### config.mk
export PLATFORM = sky130hd
export DESIGN_NAME = capture_controller
export DESIGN_NICKNAME = d
export VERILOG_FILES = /design/src/rtl/scope_pkg.sv /design/src/rtl/sync2.sv /design/src/rtl/capture_controller.sv
export SDC_FILE = /design/constraint.sdc
export NUM_CORES = 1
export LEC_CHECK = 0
export ABC_AREA = 1
export BUFFER_PORTS_ARGS = -buffer_cell sky130_fd_sc_hd__buf_2
export CAP_MARGIN = 20
export CORE_MARGIN = 5
export CORE_UTILIZATION = 55
export DETAILED_ROUTE_END_ITERATION = 12
export PLACE_DENSITY = 0.76
export SLEW_MARGIN = 20
export SYNTH_ARGS = -nofsm -noshare
export SYNTH_HDL_FRONTEND = slang
export SYNTH_SLANG_ARGS = --single-unit
### constraint.sdc
create_clock -name Clk -period 2.3 [get_ports Clk]
set_input_delay 0 -clock Clk [delete_from_list [all_inputs] [get_ports Clk]]
set_output_delay 0 -clock Clk [all_outputs]
set_load 0.05 [all_outputs]
### src/rtl/scope_pkg.sv
// Shared definitions for the scope acquisition blocks.
package scope_pkg;

  localparam int unsigned ADDR_W_DEFAULT = 10;

  typedef enum logic [2:0] {
    S_IDLE,
    S_ARM,
    S_WAIT_TRIG,
    S_POST,
    S_DONE
  } cap_state_e;

endpackage

### src/rtl/sync2.sv
// Two-flop synchronizer for asynchronous single-bit scope inputs.
module sync2 (
  input  logic clk,
  input  logic rst_n,
  input  logic d,
  output logic q
);

  logic meta_q, meta_d;
  logic sync_q, sync_d;

  always_comb begin
    meta_d = d;
    sync_d = meta_q;
  end

  always_ff @(posedge clk or negedge rst_n) begin
    if (!rst_n) begin
      meta_q <= 1'b0;
      sync_q <= 1'b0;
    end else begin
      meta_q <= meta_d;
      sync_q <= sync_d;
    end
  end

  assign q = sync_q;

endmodule

### src/rtl/capture_controller.sv
// Acquisition sequencer: fills the pre-trigger window, arms the trigger
// manager, then captures post-trigger samples into a circular RAM.
module capture_controller
  import scope_pkg::*;
#(
  parameter int unsigned ADDR_W = ADDR_W_DEFAULT
) (
  input  logic              Clk,
  input  logic              Reset_n,
  input  logic              Start,
  input  logic              Abort,
  input  logic              Ack,
  input  logic              ForceTrig,
  input  logic [ADDR_W-1:0] PreCount,
  input  logic [ADDR_W:0]   PostCount,
  input  logic              SampleEn,
  input  logic              Trig,
  output logic              TrigReset,
  output logic              WrEn,
  output logic [ADDR_W-1:0] WrAddr,
  output logic [ADDR_W-1:0] TrigAddr,
  output logic              Busy,
  output logic              Done
);

  localparam logic [ADDR_W:0] DEPTH = {1'b1, {ADDR_W{1'b0}}};

  cap_state_e        state_q, state_d;
  logic [ADDR_W-1:0] wr_addr_q, wr_addr_d;
  logic [ADDR_W-1:0] trig_addr_q, trig_addr_d;
  logic [ADDR_W-1:0] pre_q, pre_d;
  logic [ADDR_W:0]   post_q, post_d;
  logic [ADDR_W:0]   cnt_q, cnt_d;
  logic              trig_reset_q, trig_reset_d;
  logic              busy_q, busy_d;
  logic              done_q, done_d;

  logic              trig_sync;
  logic              wr_en;
  logic [ADDR_W:0]   cnt_inc;
  logic [ADDR_W:0]   pre_ext;
  logic [ADDR_W:0]   post_limit;
  logic [ADDR_W:0]   post_sat;

  sync2 u_trig_sync (
    .clk  (Clk),
    .rst_n(Reset_n),
    .d    (Trig),
    .q    (trig_sync)
  );

  // Post-trigger length may not overrun the pre-trigger samples in the ring.
  assign post_limit = DEPTH - {1'b0, PreCount};
  assign post_sat   = (PostCount > post_limit) ? post_limit : PostCount;
  assign pre_ext    = {1'b0, pre_q};
  assign cnt_inc    = cnt_q + 1'b1;

  always_comb begin
    state_d     = state_q;
    wr_addr_d   = wr_addr_q;
    trig_addr_d = trig_addr_q;
    pre_d       = pre_q;
    post_d      = post_q;
    cnt_d       = cnt_q;

    // Writes stop once a window is full, so zero-length windows write nothing.
    unique case (state_q)
      S_ARM:       wr_en = SampleEn && (cnt_q != pre_ext);
      S_WAIT_TRIG: wr_en = SampleEn;
      S_POST:      wr_en = SampleEn && (cnt_q != post_q);
      default:     wr_en = 1'b0;
    endcase

    if (wr_en) begin
      wr_addr_d = wr_addr_q + 1'b1;
    end

    if (Abort) begin
      state_d = S_IDLE;
    end else begin
      unique case (state_q)
        S_IDLE: begin
          if (Start) begin
            pre_d   = PreCount;
            post_d  = post_sat;
            cnt_d   = '0;
            state_d = S_ARM;
          end
        end
        S_ARM: begin
          if (cnt_q == pre_ext) begin
            state_d = S_WAIT_TRIG;
          end else if (wr_en) begin
            cnt_d = cnt_inc;
            if (cnt_inc == pre_ext) begin
              state_d = S_WAIT_TRIG;
            end
          end
        end
        S_WAIT_TRIG: begin
          if (trig_sync || ForceTrig) begin
            trig_addr_d = wr_addr_d;
            cnt_d       = '0;
            state_d     = S_POST;
          end
        end
        S_POST: begin
          if (cnt_q == post_q) begin
            state_d = S_DONE;
          end else if (wr_en) begin
            cnt_d = cnt_inc;
            if (cnt_inc == post_q) begin
              state_d = S_DONE;
            end
          end
        end
        S_DONE: begin
          if (Ack) begin
            state_d = S_IDLE;
          end
        end
        default: state_d = S_IDLE;
      endcase
    end

    trig_reset_d = (state_d != S_WAIT_TRIG);
    busy_d       = (state_d == S_ARM) || (state_d == S_WAIT_TRIG) || (state_d == S_POST);
    done_d       = (state_d == S_DONE);
  end

  always_ff @(posedge Clk or negedge Reset_n) begin
    if (!Reset_n) begin
      state_q      <= S_IDLE;
      wr_addr_q    <= '0;
      trig_addr_q  <= '0;
      pre_q        <= '0;
      post_q       <= '0;
      cnt_q        <= '0;
      trig_reset_q <= 1'b1;
      busy_q       <= 1'b0;
      done_q       <= 1'b0;
    end else begin
      state_q      <= state_d;
      wr_addr_q    <= wr_addr_d;
      trig_addr_q  <= trig_addr_d;
      pre_q        <= pre_d;
      post_q       <= post_d;
      cnt_q        <= cnt_d;
      trig_reset_q <= trig_reset_d;
      busy_q       <= busy_d;
      done_q       <= done_d;
    end
  end

  assign WrEn      = wr_en;
  assign WrAddr    = wr_addr_q;
  assign TrigAddr  = trig_addr_q;
  assign TrigReset = trig_reset_q;
  assign Busy      = busy_q;
  assign Done      = done_q;

endmodule

==> summary.md, run 1 <==
| Metric | Value |
|---|---|
| Critical path class | input port to register |
| GP Congestion | 0.906 |
| Vias in the first global route | 4073 |
| Outcome | finished, violations left |
| Post-synth EDFFs | 0 |
| PD cells | around 740 nW/um2 |
| Crit path largest cell delay | just over 0.3 ns |
| Final Hold Viols | 1 |
| Nets | 763 |
| Highest clock rate | 449 MHz |
| Fraction of registers with async set or reset after synthesis | 100% |
| Largest net degree at the start of global routing | 32 |
| Slowest-stage cell, CP | ha_1 |
| CTS root buffer | clkbuf_8 |
| Net Sw Frac | between 40% and 50% |
| Die area | approximately 10000 um2 |
| Critical Path Sink Type | register |
| FF/Latch Area | 1510 um2 |
| Clock buffer depth | 2 |
| Top-area cell type share of the netlist area | 33.9% |
| Initial DRC Count | 266 |
| Worst-Margin Slew | 0.695 ns |
| Final setup violation count | 0 |
| Max VDD drop | 0.313 mV |
| Vias | ~4400 |
| Period minus WS final | ~2.2 ns |
| Period utilisation layout | between 90% and 100% |
| Number of cell rows | 32 |
| Number of port buffers | 52 |
| Most common cell after layout, fill and taps aside | nand2_1 |
| Finished Layout Cells | 827 |
| Sw Pwr | approximately 1700 uW |
| Die width | 98.9 um |
| DP Cell Count | 788 |
| Drt via density | 5.26 |
| Crit path arrival time | roughly 2.4 ns |
| Comb pwr share | 38.8% |
| Hold slack final | -0.0136 ns |
| Drt pass-1 iters | 5 |
| Syn_area_per_cell | roughly 6.9 um2 |
| Filler Cell Count | 647 |
| CTS buffer count | 9 |
| Data required, critical path | 2.51 ns |
| Worst-skew pair later-pin latency | 0.35 ns |
| DRT Wirelength | 11.3 mm |
| Synth warn | 0 |
| Cell Chain, Critical Path | buf_2 -> buf_4 -> nor3_4 -> nand4_1 -> nor2_2 -> nand3_1 -> xor2_1 -> ha_1 -> nand2_2 -> nor4b_2 -> nand3_1 -> nand2_2 -> clkinvlp_4 -> buf_6 -> o21ai_0 -> o21ai_0 |
| Multi-input gate area | 2540 um2 |
| Total GRT Usage | 22.9% |
| Most frequent cells in the layout | nand2_1, inv_1, dfrtp_1, buf_2, nand3_1 |
| CTS H-Tree Depth | 3 |
| Placement Setup Slack | -0.344 ns |
| CTS tree | built |
| Die Y | 98.9 um |
| Post-DRT Antenna Nets | 0 |
| Leak | 0.00273 uW |
| Max_cap viols | 0 |
| Hpwl dp | 8.59 mm |
| DR WL/cell | 13.6 um |
| Slew headroom | between 50% and 60% |
| Yosys cell types | 39 |
| Worst Path Max Fanout | 8 |
| Failing checks | negative hold slack |
| Setup TNS | 0 ns |
| Top post-synthesis cells by area | dfrtp_1, nand2_1, inv_1 |
| First-pass GRT wire length | 18.4 mm |
| Initial Util | 56.3% |
| Initial antenna violation count | 0 |
| Clock network power share | 24.3% |
| Post-synthesis sequential area ratio | 34.6% |
| Synthesized area | 4350 um2 |
| Total grt overflow | 0 |
| Post-synth top flop | dfrtp_1 |
| Synthesized instance count | about 630 |
| Inserted Diodes | 0 |
| Final Util | 69.8% |
| Seq pwr share | 36.9% |
| CP startpoint kind | input port |
| Drt drc | 0 |
| Area grow syn2layout | 24.0% |
| Int Power | 2280 uW |
| Pins over their slew limit | 0 |
| Clock sink count | 60 |
| Clock skew | between 0.01 and 0.015 ns |
| Total power | ~4000 uW |
| Post-Syn Nets | 669 |
| #FFs+latches synth | 60 |
| Fraction of layout cells with a size suffix above 1 | 22.3% |
| Area leader, netlist | dfrtp_1 |
| Setup ws final | 0.0748 ns |
| Hold WC Path Type | input port to register |
| Clock-pin transition on the worst setup and hold timing paths | 0.07 ns |
| Core ar. | 7730 um2 |
| I/O Pins | 53 |
-- final cells by class --
class / count / share of cell area, %
inverters: 75 / 5.38
clock inverters: 7 / 1.39
clock buffers: 9 / 2.30
repair buffers: 103 / 13.3
well taps: 102 / 2.37
multi-input cells: 471 / 47.2
flip-flops and latches: 60 / 28.1
-- synth_stat cells (2+ instances only) --
library cell  count
buf_6             4
nand2_1         212
xnor2_1          13
buf_4             2
a21oi_1          15
o21ai_0          31
xor2_1           17
nand3_1          48
o22ai_1           3
nor2_1           52
dfrtp_1          59
clkbuf_1          4
buf_2             8
o21ai_2          10
nand2_2           3
nor3_1            7
a31oi_1           8
o211ai_1          6
inv_1            72
or2_2             2
nand3b_1          2
nand4_1          15
nand2_4           4
ha_1             14
-- worst max-delay path, delay by kind of cell --
| kind | cells | cell delay [ns] |
|---|---|---|
| xor gates and xnor gates | 1 | 0.19 |
| AOI/OAI and AO/OA | 2 | 0.27 |
| buffers and inverters | 4 | 0.53 |
| and+or+nand+nor | 8 | 1.12 |
| adders and majority gates | 1 | 0.31 |
-- power by group through the flow --
stage	Sequential [uW]	Combinational, uW	Clock, uW
6_report	1470	1550	970
5_1_grt	1500	1700	1030
4_1_cts	1460	1490	984
3_5_place_dp	1480	1460	0
3_3_place_gp	1470	1420	0
2_1_floorplan	1790	729	0
-- per-layer routing --
layer	part of all wire, %	track usage [%]	wire length (um)	vias up
li1	-	-	-	2202
met1	45	30.8	5040	2008
met2	48	38.1	5380	122
met3	5.0	3.33	558	21
met4	2.4	6.83	274	0
met5	0	0	0	-
-- worst paths after layout --
check,cells after the start,endpoint,slack [ns],from
worst min register to register,0,u_trig_sync.q,0.36,u_trig_sync.meta_q
max in group asynchronous,3,TrigReset,1.39,Reset_n
worst max-delay path,16,post_q[10],0.07,PreCount[0]
worst max register to register,13,Busy,0.15,cnt_q[0]
worst min-delay path,3,post_q[1],-0.01,PostCount[1]
min in group asynchronous,2,cnt_q[0],0.24,Reset_n
-- flip-flops by register name, indices dropped and copies added, names as in the netlist --
| register | cells |
|---|---|
| Busy | 1 |
| cnt_q | 11 |
| pre_q | 10 |
| state_q | 3 |
| Done | 1 |
| WrAddr | 10 |
| post_q | 11 |
| u_trig_sync.q | 1 |
| TrigReset | 1 |
| u_trig_sync.meta_q | 1 |
| TrigAddr | 10 |
-- cells by family (layout without fill, tap and decap cells) --
family                   Yosys count  in the layout  share of synthesized area [%]
AO/OA/AOI/OAI                     76             76                           10.5
AND/OR/NAND/NOR                  351            351                           34.9
buffers and inverters             95            194                           9.98
XOR/XNOR                          30             30                           6.04
flip-flops                        60             60                           34.6
adder cells (fa/ha/maj)           14             14                           4.03
-- stage by stage --
stage          hold WS, ns  instance area, um2
6_report           -0.0136                5390
5_1_grt             0.0315                5390
4_1_cts            0.00321                5180
3_3_place_gp        0.0744                4820
2_1_floorplan       -0.296                4360
3_5_place_dp        0.0832                4820
-- repair_timing --
item	CTS	global route
pin swaps	0	13
gates resized for setup	3	46
hold endpoints to repair	46	0
endpoints found under the setup margin	1	35
buffers inserted	0	7
hold buffers	16	0
Note: power is estimated with default switching activity, not from simulation.
==> run 2, diff against run 1 <==
--- a/config.mk
+++ b/config.mk
@@ -6,12 +6,13 @@
 export NUM_CORES = 1
 export LEC_CHECK = 0
 export ABC_AREA = 1
-export BUFFER_PORTS_ARGS = -buffer_cell sky130_fd_sc_hd__buf_2
 export CAP_MARGIN = 20
 export CORE_MARGIN = 5
 export CORE_UTILIZATION = 55
 export DETAILED_ROUTE_END_ITERATION = 12
-export PLACE_DENSITY = 0.76
+export DONT_BUFFER_PORTS = 1
+export GPL_TIMING_DRIVEN = 0
+export PLACE_DENSITY = 0.7
 export SLEW_MARGIN = 20
 export SYNTH_ARGS = -nofsm -noshare
 export SYNTH_HDL_FRONTEND = slang
==> run 2 against run 1 <==
The run now ends clean. Clock skew rose by 0.0033 ns. Register-to-register slack better by 0.03 ns. Via count is 2.4% lower. Final area shrank 2.9%. Largest power group is now sequential cells.
==> summary.md, run 2 (same netlist as run 1, synthesis figures left out) <==
| Metric | Value |
|---|---|
| Outcome | completed |
| Drt drc | 0 |
| I/O Pins | 53 |
| CP startpoint kind | input port |
| Filler Cell Count | 660 |
| GP Congestion | 0.952 |
| Clock network power share | approximately 29% |
| Worst reg2reg path endpoint | Busy |
| Most frequent cells in the layout | nand2_1, inv_1, dfrtp_1, nand3_1, nor2_1 |
| Total GRT Usage | around a quarter |
| Period utilisation layout | between 90% and 100% |
| Initial DRC Count | 220 |
| Die width | 98.9 um |
| Initial Util | 56.3% |
| First-pass GRT wire length | 19.3 mm |
| Worst-Margin Slew | 0.665 ns |
| Nets | a little over 700 |
| Clock sink count | 60 |
| CTS H-Tree Depth | 3 |
| Biggest regs | cnt_q x11, post_q x11 |
| Die Y | 98.9 um |
| Hold EP | cnt_q[7] |
| Largest net degree at the start of global routing | between 60 and 70 |
| Final Util | 67.7% |
| Hold path startpoint | Abort |
| Data required, critical path | roughly 2.5 ns |
| CTS tree | built |
| Fraction of layout cells with a size suffix above 1 | between 10% and 20% |
| Number of cell rows | 32 |
| Vias in the first global route | 4083 |
| CTS buffer count | 9 |
| Pins over their slew limit | 0 |
| Worst Path Max Fanout | 10 |
| PD cells | approximately 770 nW/um2 |
| Net Sw Frac | between 40% and 50% |
| Cell Chain, Critical Path | nor3_2 -> nand4_1 -> nor2_2 -> nand3_1 -> xor2_1 -> ha_1 -> nand2_2 -> nor4b_4 -> nand3_1 -> nand2_2 -> inv_2 -> buf_6 -> o211ai_1 -> o21ai_0 |
| Hold WC Path Type | input port to register |
| Seq pwr share | a little under half |
| Reg-to-Reg Start | cnt_q[1] |
| Final Hold Viols | 0 |
| Core ar. | 7730 um2 |
| Inserted Diodes | 0 |
| Period minus WS final | 2.22 ns |
| Number of port buffers | 0 |
| Vias | 4247 |
| Clock buffer depth | 2 |
| Max VDD drop | 0.388 mV |
| Worst Hold Depth | 5 |
| Slew headroom | between 50% and 60% |
| Critical path class | input port to register |
| Worst-skew pair later-pin latency | 0.34 ns |
| Reg2reg setup slack | 0.18 ns |
| Int Power | 2400 uW |
| Final setup violation count | 0 |
| Max_cap viols | 0 |
| Highest clock rate | roughly 450 MHz |
| Die area | a little under 10000 um2 |
| Initial antenna violation count | 0 |
| Setup TNS | 0 ns |
| Sw Pwr | 1650 uW |
| Most common cell after layout, fill and taps aside | nand2_1 |
| Critical Path Sink Type | register |
| Drt pass-1 iters | 5 |
| Post-DRT Antenna Nets | 0 |
| Total grt overflow | 0 |
| Area grow syn2layout | 20.3% |
| CTS root buffer | clkbuf_8 |
| Leak | 0.00258 uW |
| DRT Wirelength | ~11 mm |
| Crit path largest cell delay | 0.31 ns |
| Hpwl dp | 8.26 mm |
| DR WL/cell | 14.6 um |
| Comb pwr share | 25.4% |
| Crit path arrival time | 2.44 ns |
| Clock-pin transition on the worst setup and hold timing paths | 0.08 ns |
| Clock skew | 0.0151 ns |
| Slowest-stage cell, CP | ha_1 |
| Worst r2r path cells | 16 |
| Drt via density | ~5.4 |
## run 2: final cells by class
cell class,count,area (um2),share of cell area [%]
clock inverter,6,111,2.13
buffer,20,164,3.13
sequential,60,1500,28.7
timing repair buffer,39,393,7.51
multi-input combinational,471,2520,48.1
clock buffer,10,128,2.44
inverter,75,287,5.47
tap,102,128,2.44
## run 2: worst max path at each step
stage,start,to,cells after the start
finish,PreCount[1],post_q[4],14
global route,PreCount[1],post_q[4],15
CTS,cnt_q[1],Busy,16
detailed placement,PreCount[1],post_q[3],14
global placement,PreCount[1],post_q[3],14
floorplan,PreCount[1],post_q[2],14
## run 2: power groups by stage
| stage | Sequential [uW] | Combinational (uW) | Clock [uW] |
|---|---|---|---|
| 4_1_cts | 1850 | 976 | 1180 |
| 3_5_place_dp | 1870 | 891 | 0 |
| 6_report | 1850 | 1030 | 1170 |
| 2_1_floorplan | 1790 | 729 | 0 |
| 3_3_place_gp | 1860 | 867 | 0 |
| 5_1_grt | 1880 | 1170 | 1240 |
## run 2: per-layer routing
metal	track usage, %	vias to the layer above	wire length [um]
li1	-	2113	-
met1	32.7	1966	5220
met2	38.0	131	5230
met3	4.88	37	631
met4	8.40	0	337
met5	0	-	0
## run 2: stage by stage
stage / cell area (um2) / hold slack (ns) / worst slack (ns) / power, uW / std cells
2_1_floorplan: 4360 / -0.296 / 0.0321 / 2520 / 626
3_3_place_gp: 4490 / -0.293 / -0.427 / 2730 / 728
3_5_place_dp: 4490 / -0.293 / -0.487 / 2760 / 728
4_1_cts: 5100 / 0.0425 / 0.00380 / 4010 / 778
5_1_grt: 5230 / 0.0782 / -0.0620 / 4290 / 783
6_report: 5230 / 0.0356 / 0.0799 / 4050 / 783
## run 2: what timing repair did
action	in CTS	in global routing
buffers inserted	1	5
endpoints found under the setup margin	12	37
resized for setup	7	28
hold buffers	33	0
pin swaps	1	9
hold endpoints to repair	91	0
## run 2: worst max-delay path, delay by kind of cell
kind                     cells  cell delay, ns
AND/OR/NAND/NOR              8            1.38
AO/OA/AOI/OAI                2            0.34
adder cells (fa/ha/maj)      1            0.31
buffers and inverters        2            0.22
XOR/XNOR                     1            0.18
==> run 3, diff against run 2 <==
--- a/config.mk
+++ b/config.mk
@@ -5,7 +5,6 @@
 export SDC_FILE = /design/constraint.sdc
 export NUM_CORES = 1
 export LEC_CHECK = 0
-export ABC_AREA = 1
 export CAP_MARGIN = 20
 export CORE_MARGIN = 5
 export CORE_UTILIZATION = 55
==> run 3 against run 2 <==
The flow now finishes with violations (negative setup slack). Die area down 4.1%. Sequential power down 15%. Register-to-register slack worse by 0.41 ns. Via count down 19%. First-iteration DRC count down 0.91%. Clock skew down 0.00081 ns. Worst setup slack worse by 0.31 ns. Final area about the same. Routed wire length down 5.6%. Critical path depth down 6. Synthesized cell count down 34%. Critical endpoint is now TrigReset.
==> summary.md, run 3 <==
| Metric | Value |
|---|---|
| Max VDD drop | 0.430 mV |
| Initial DRC Count | roughly 220 |
| Die Y | approximately 97 um |
| Clock network power share | 26.7% |
| GR met3 Demand/Resource | 5.25% |
| Sw Pwr | 1290 uW |
| Met2 GRT Util | between 30% and 40% |
| First-pass GRT wire length | roughly 17 mm |
| Drt pass-1 iters | 5 |
| GP Congestion | approximately 0.9 |
| Drt drc | 0 |
| Clock buffer depth | 2 |
| Total GRT Usage | roughly 22% |
| Max_cap viols | 0 |
| Critical path class | register to register |
| Fraction of layout cells with a size suffix above 1 | a little under a third |
| Int Power | 2080 uW |
| Outcome | finished, violations left |
| M1 GR Usage | roughly 30% |
| DRT Wirelength | 10.8 mm |
| Net Sw Frac | a little under two fifths |
| Die width | 96.9 um |
| Period utilisation layout | 110% |
| Die area | roughly 9400 um2 |
| Vias in the first global route | 3477 |
| Fin area | 5240 um2 |
| Vias | ~3400 |
| Inserted Diodes | 0 |
| Final setup violation count | 15 |
| Comb pwr share | 26.4% |
| Worst-Margin Slew | 0.809 ns |
| Clock-pin transition on the worst setup and hold timing paths | roughly 0.070 ns |
| Hold slack final | 0.0142 ns |
| Core ar. | 7290 um2 |
| Synthesized area | 4150 um2 |
| Post-synth top flop | dfrtp_1 |
| Area leader, netlist | dfrtp_1 |
| Crit path arrival time | 2.79 ns |
| Highest clock rate | 396 MHz |
| Period minus WS final | 2.53 ns |
| CP startpoint kind | register |
| Failing checks | negative setup slack |
| CTS buffer count | 9 |
| Unrepaired setup endpoints after global routing | yes |
| Total grt overflow | 0 |
| Final Hold Viols | 0 |
| Slew headroom | 45.7% |
| Top-area cell type share of the netlist area | 35.6% |
| Post-Syn Nets | 459 |
| CTS H-Tree Depth | 3 |
| Commonest cells in the netlist | dfrtp_1, xnor2_1, mux2_2 |
| Placement Setup Slack | -0.514 ns |
| Largest net degree at the start of global routing | a little over 60 |
| Syn_area_per_cell | around 10 um2 |
| Drt via density | about 6.0 |
| I/O Pins | between 50 and 60 |
| Initial Util | 56.9% |
| Worst-skew pair later-pin latency | 0.35 ns |
| Cell Chain, Critical Path | xnor2_4 -> nor4bb_2 -> o21ai_1 -> and3_1 -> nor4_4 -> a21oi_4 -> a211oi_2 -> or3b_1 |
| Most common cell after layout, fill and taps aside | dfrtp_1 |
| Post-synth EDFFs | 0 |
| Number of port buffers | 0 |
| Filler Cell Count | 526 |
| Seq pwr share | 47.0% |
| Clock sink count | 60 |
| Crit path largest cell delay | approximately 0.47 ns |
| Setup ws final | -0.228 ns |
| Fraction of registers with async set or reset after synthesis | 100% |
| Slowest-stage cell, CP | dfrtp_2 |
| Number of cell rows | 31 |
| Initial antenna violation count | 0 |
| #FFs+latches synth | 60 |
| Post-DRT Antenna Nets | 0 |
| Critical Path Sink Type | register |
| Top post-synthesis cells by area | dfrtp_1, mux2_2, xnor2_1 |
| Hpwl dp | 7.15 mm |
| Final Util | a little under three quarters |
| Synth warn | 0 |
| Yosys cell types | between 60 and 70 |
| Nets | 511 |
| Hold WC Path Type | input port to register |
| Synthesized instance count | 416 |
| CTS root buffer | clkbuf_8 |
| Post-synthesis sequential area ratio | 36.2% |
| CTS tree | built |
| Most common cell in the netlist | dfrtp_1 |
| PD cells | 643 nW/um2 |
| Biggest regs | cnt_q x11, post_q x11 |
| DR WL/cell | ~19 um |
| Clock skew | 0.0142 ns |
| GRT busiest layer | met2 |
| Area grow syn2layout | 26.2% |
| Data required, critical path | around 2.6 ns |
| Worst Path Max Fanout | 5 |
| Leak | 0.00229 uW |
| Pins over their slew limit | 0 |
| Most frequent cells in the layout | dfrtp_1, mux2_2, xnor2_1, dlygate4sd3_1, nand2_1 |
| Dpl cell area | roughly 4300 um2 |
run 3: logic make-up (layout without fill, tap and decap cells):
kind of cell	Yosys count	in the layout	share of synthesized area (%)
buffers and inverters	36	93	4.67
DFF	60	60	36.2
muxes	42	42	11.0
AOI/OAI and AO/OA	75	75	12.5
and+or+nand+nor	136	136	20.3
adders and majority gates	14	14	4.22
xor gates and xnor gates	53	53	11.2
run 3: per-layer routing:
metal,part of all wire (%),vias to the layer above,wire length [um]
met5,0,-,0
met4,2.2,0,240
met3,6.3,25,676
met2,48,130,5180
met1,43,1667,4680
li1,-,1615,-
run 3: cell type report:
cell class                 instances  area, um2  share of cell area, %
buffer                            23        189                   3.61
clock inverter                     6       46.3                  0.884
tap                               99        124                   2.37
timing repair buffer              41        382                   7.29
multi-input combinational        320       2800                   53.5
sequential                        60       1510                   28.8
clock buffer                      10        138                   2.63
inverter                          13       48.8                  0.932
run 3: worst max-delay path: cells and delay by family (launching register included):
| family | cells | cell delay, ns |
|---|---|---|
| xor gates and xnor gates | 1 | 0.22 |
| DFF | 1 | 0.47 |
| AOI/OAI and AO/OA | 3 | 0.38 |
| and+or+nand+nor | 4 | 1.37 |
run 3: worst paths after layout:
| check | start | end | slack [ns] | cells past startpoint |
|---|---|---|---|---|
| worst max-delay path | pre_q[8] | TrigReset | -0.23 | 8 |
| worst min-delay path | PostCount[5] | post_q[5] | 0.01 | 3 |
| worst max register to register | pre_q[8] | TrigReset | -0.23 | 8 |
| worst min register to register | u_trig_sync.meta_q | u_trig_sync.q | 0.36 | 0 |
| max in group asynchronous | Reset_n | TrigReset | 1.84 | 2 |
| min in group asynchronous | Reset_n | u_trig_sync.q | 0.16 | 2 |
run 3: metrics by stage:
step                total power (uW)  TNS [ns]  cells
floorplan                       2100         0    416
global route                    3530     -3.61    572
detailed placement              2260    -13.18    515
finish                          3370     -1.98    572
CTS                             3270     -1.47    563
global placement                2240    -10.58    515
run 3: power by group through the flow:
stage / sequential [uW] / combinational, uW / clock (uW)
after floorplan: 1510 / 587 / 0
after global placement: 1560 / 679 / 0
after detailed placement: 1560 / 696 / 0
after CTS: 1550 / 805 / 914
after global routing: 1600 / 963 / 966
final: 1580 / 888 / 898
run 3: what timing repair did:
item | 4_1_cts | 5_1_grt
hold buffers | 24 | 0
gates resized for setup | 30 | 48
hold endpoints to repair | 95 | 0
pin swaps | 13 | 11
setup endpoints to repair | 38 | 43
cloned | 1 | 1
setup buffers | 7 | 8
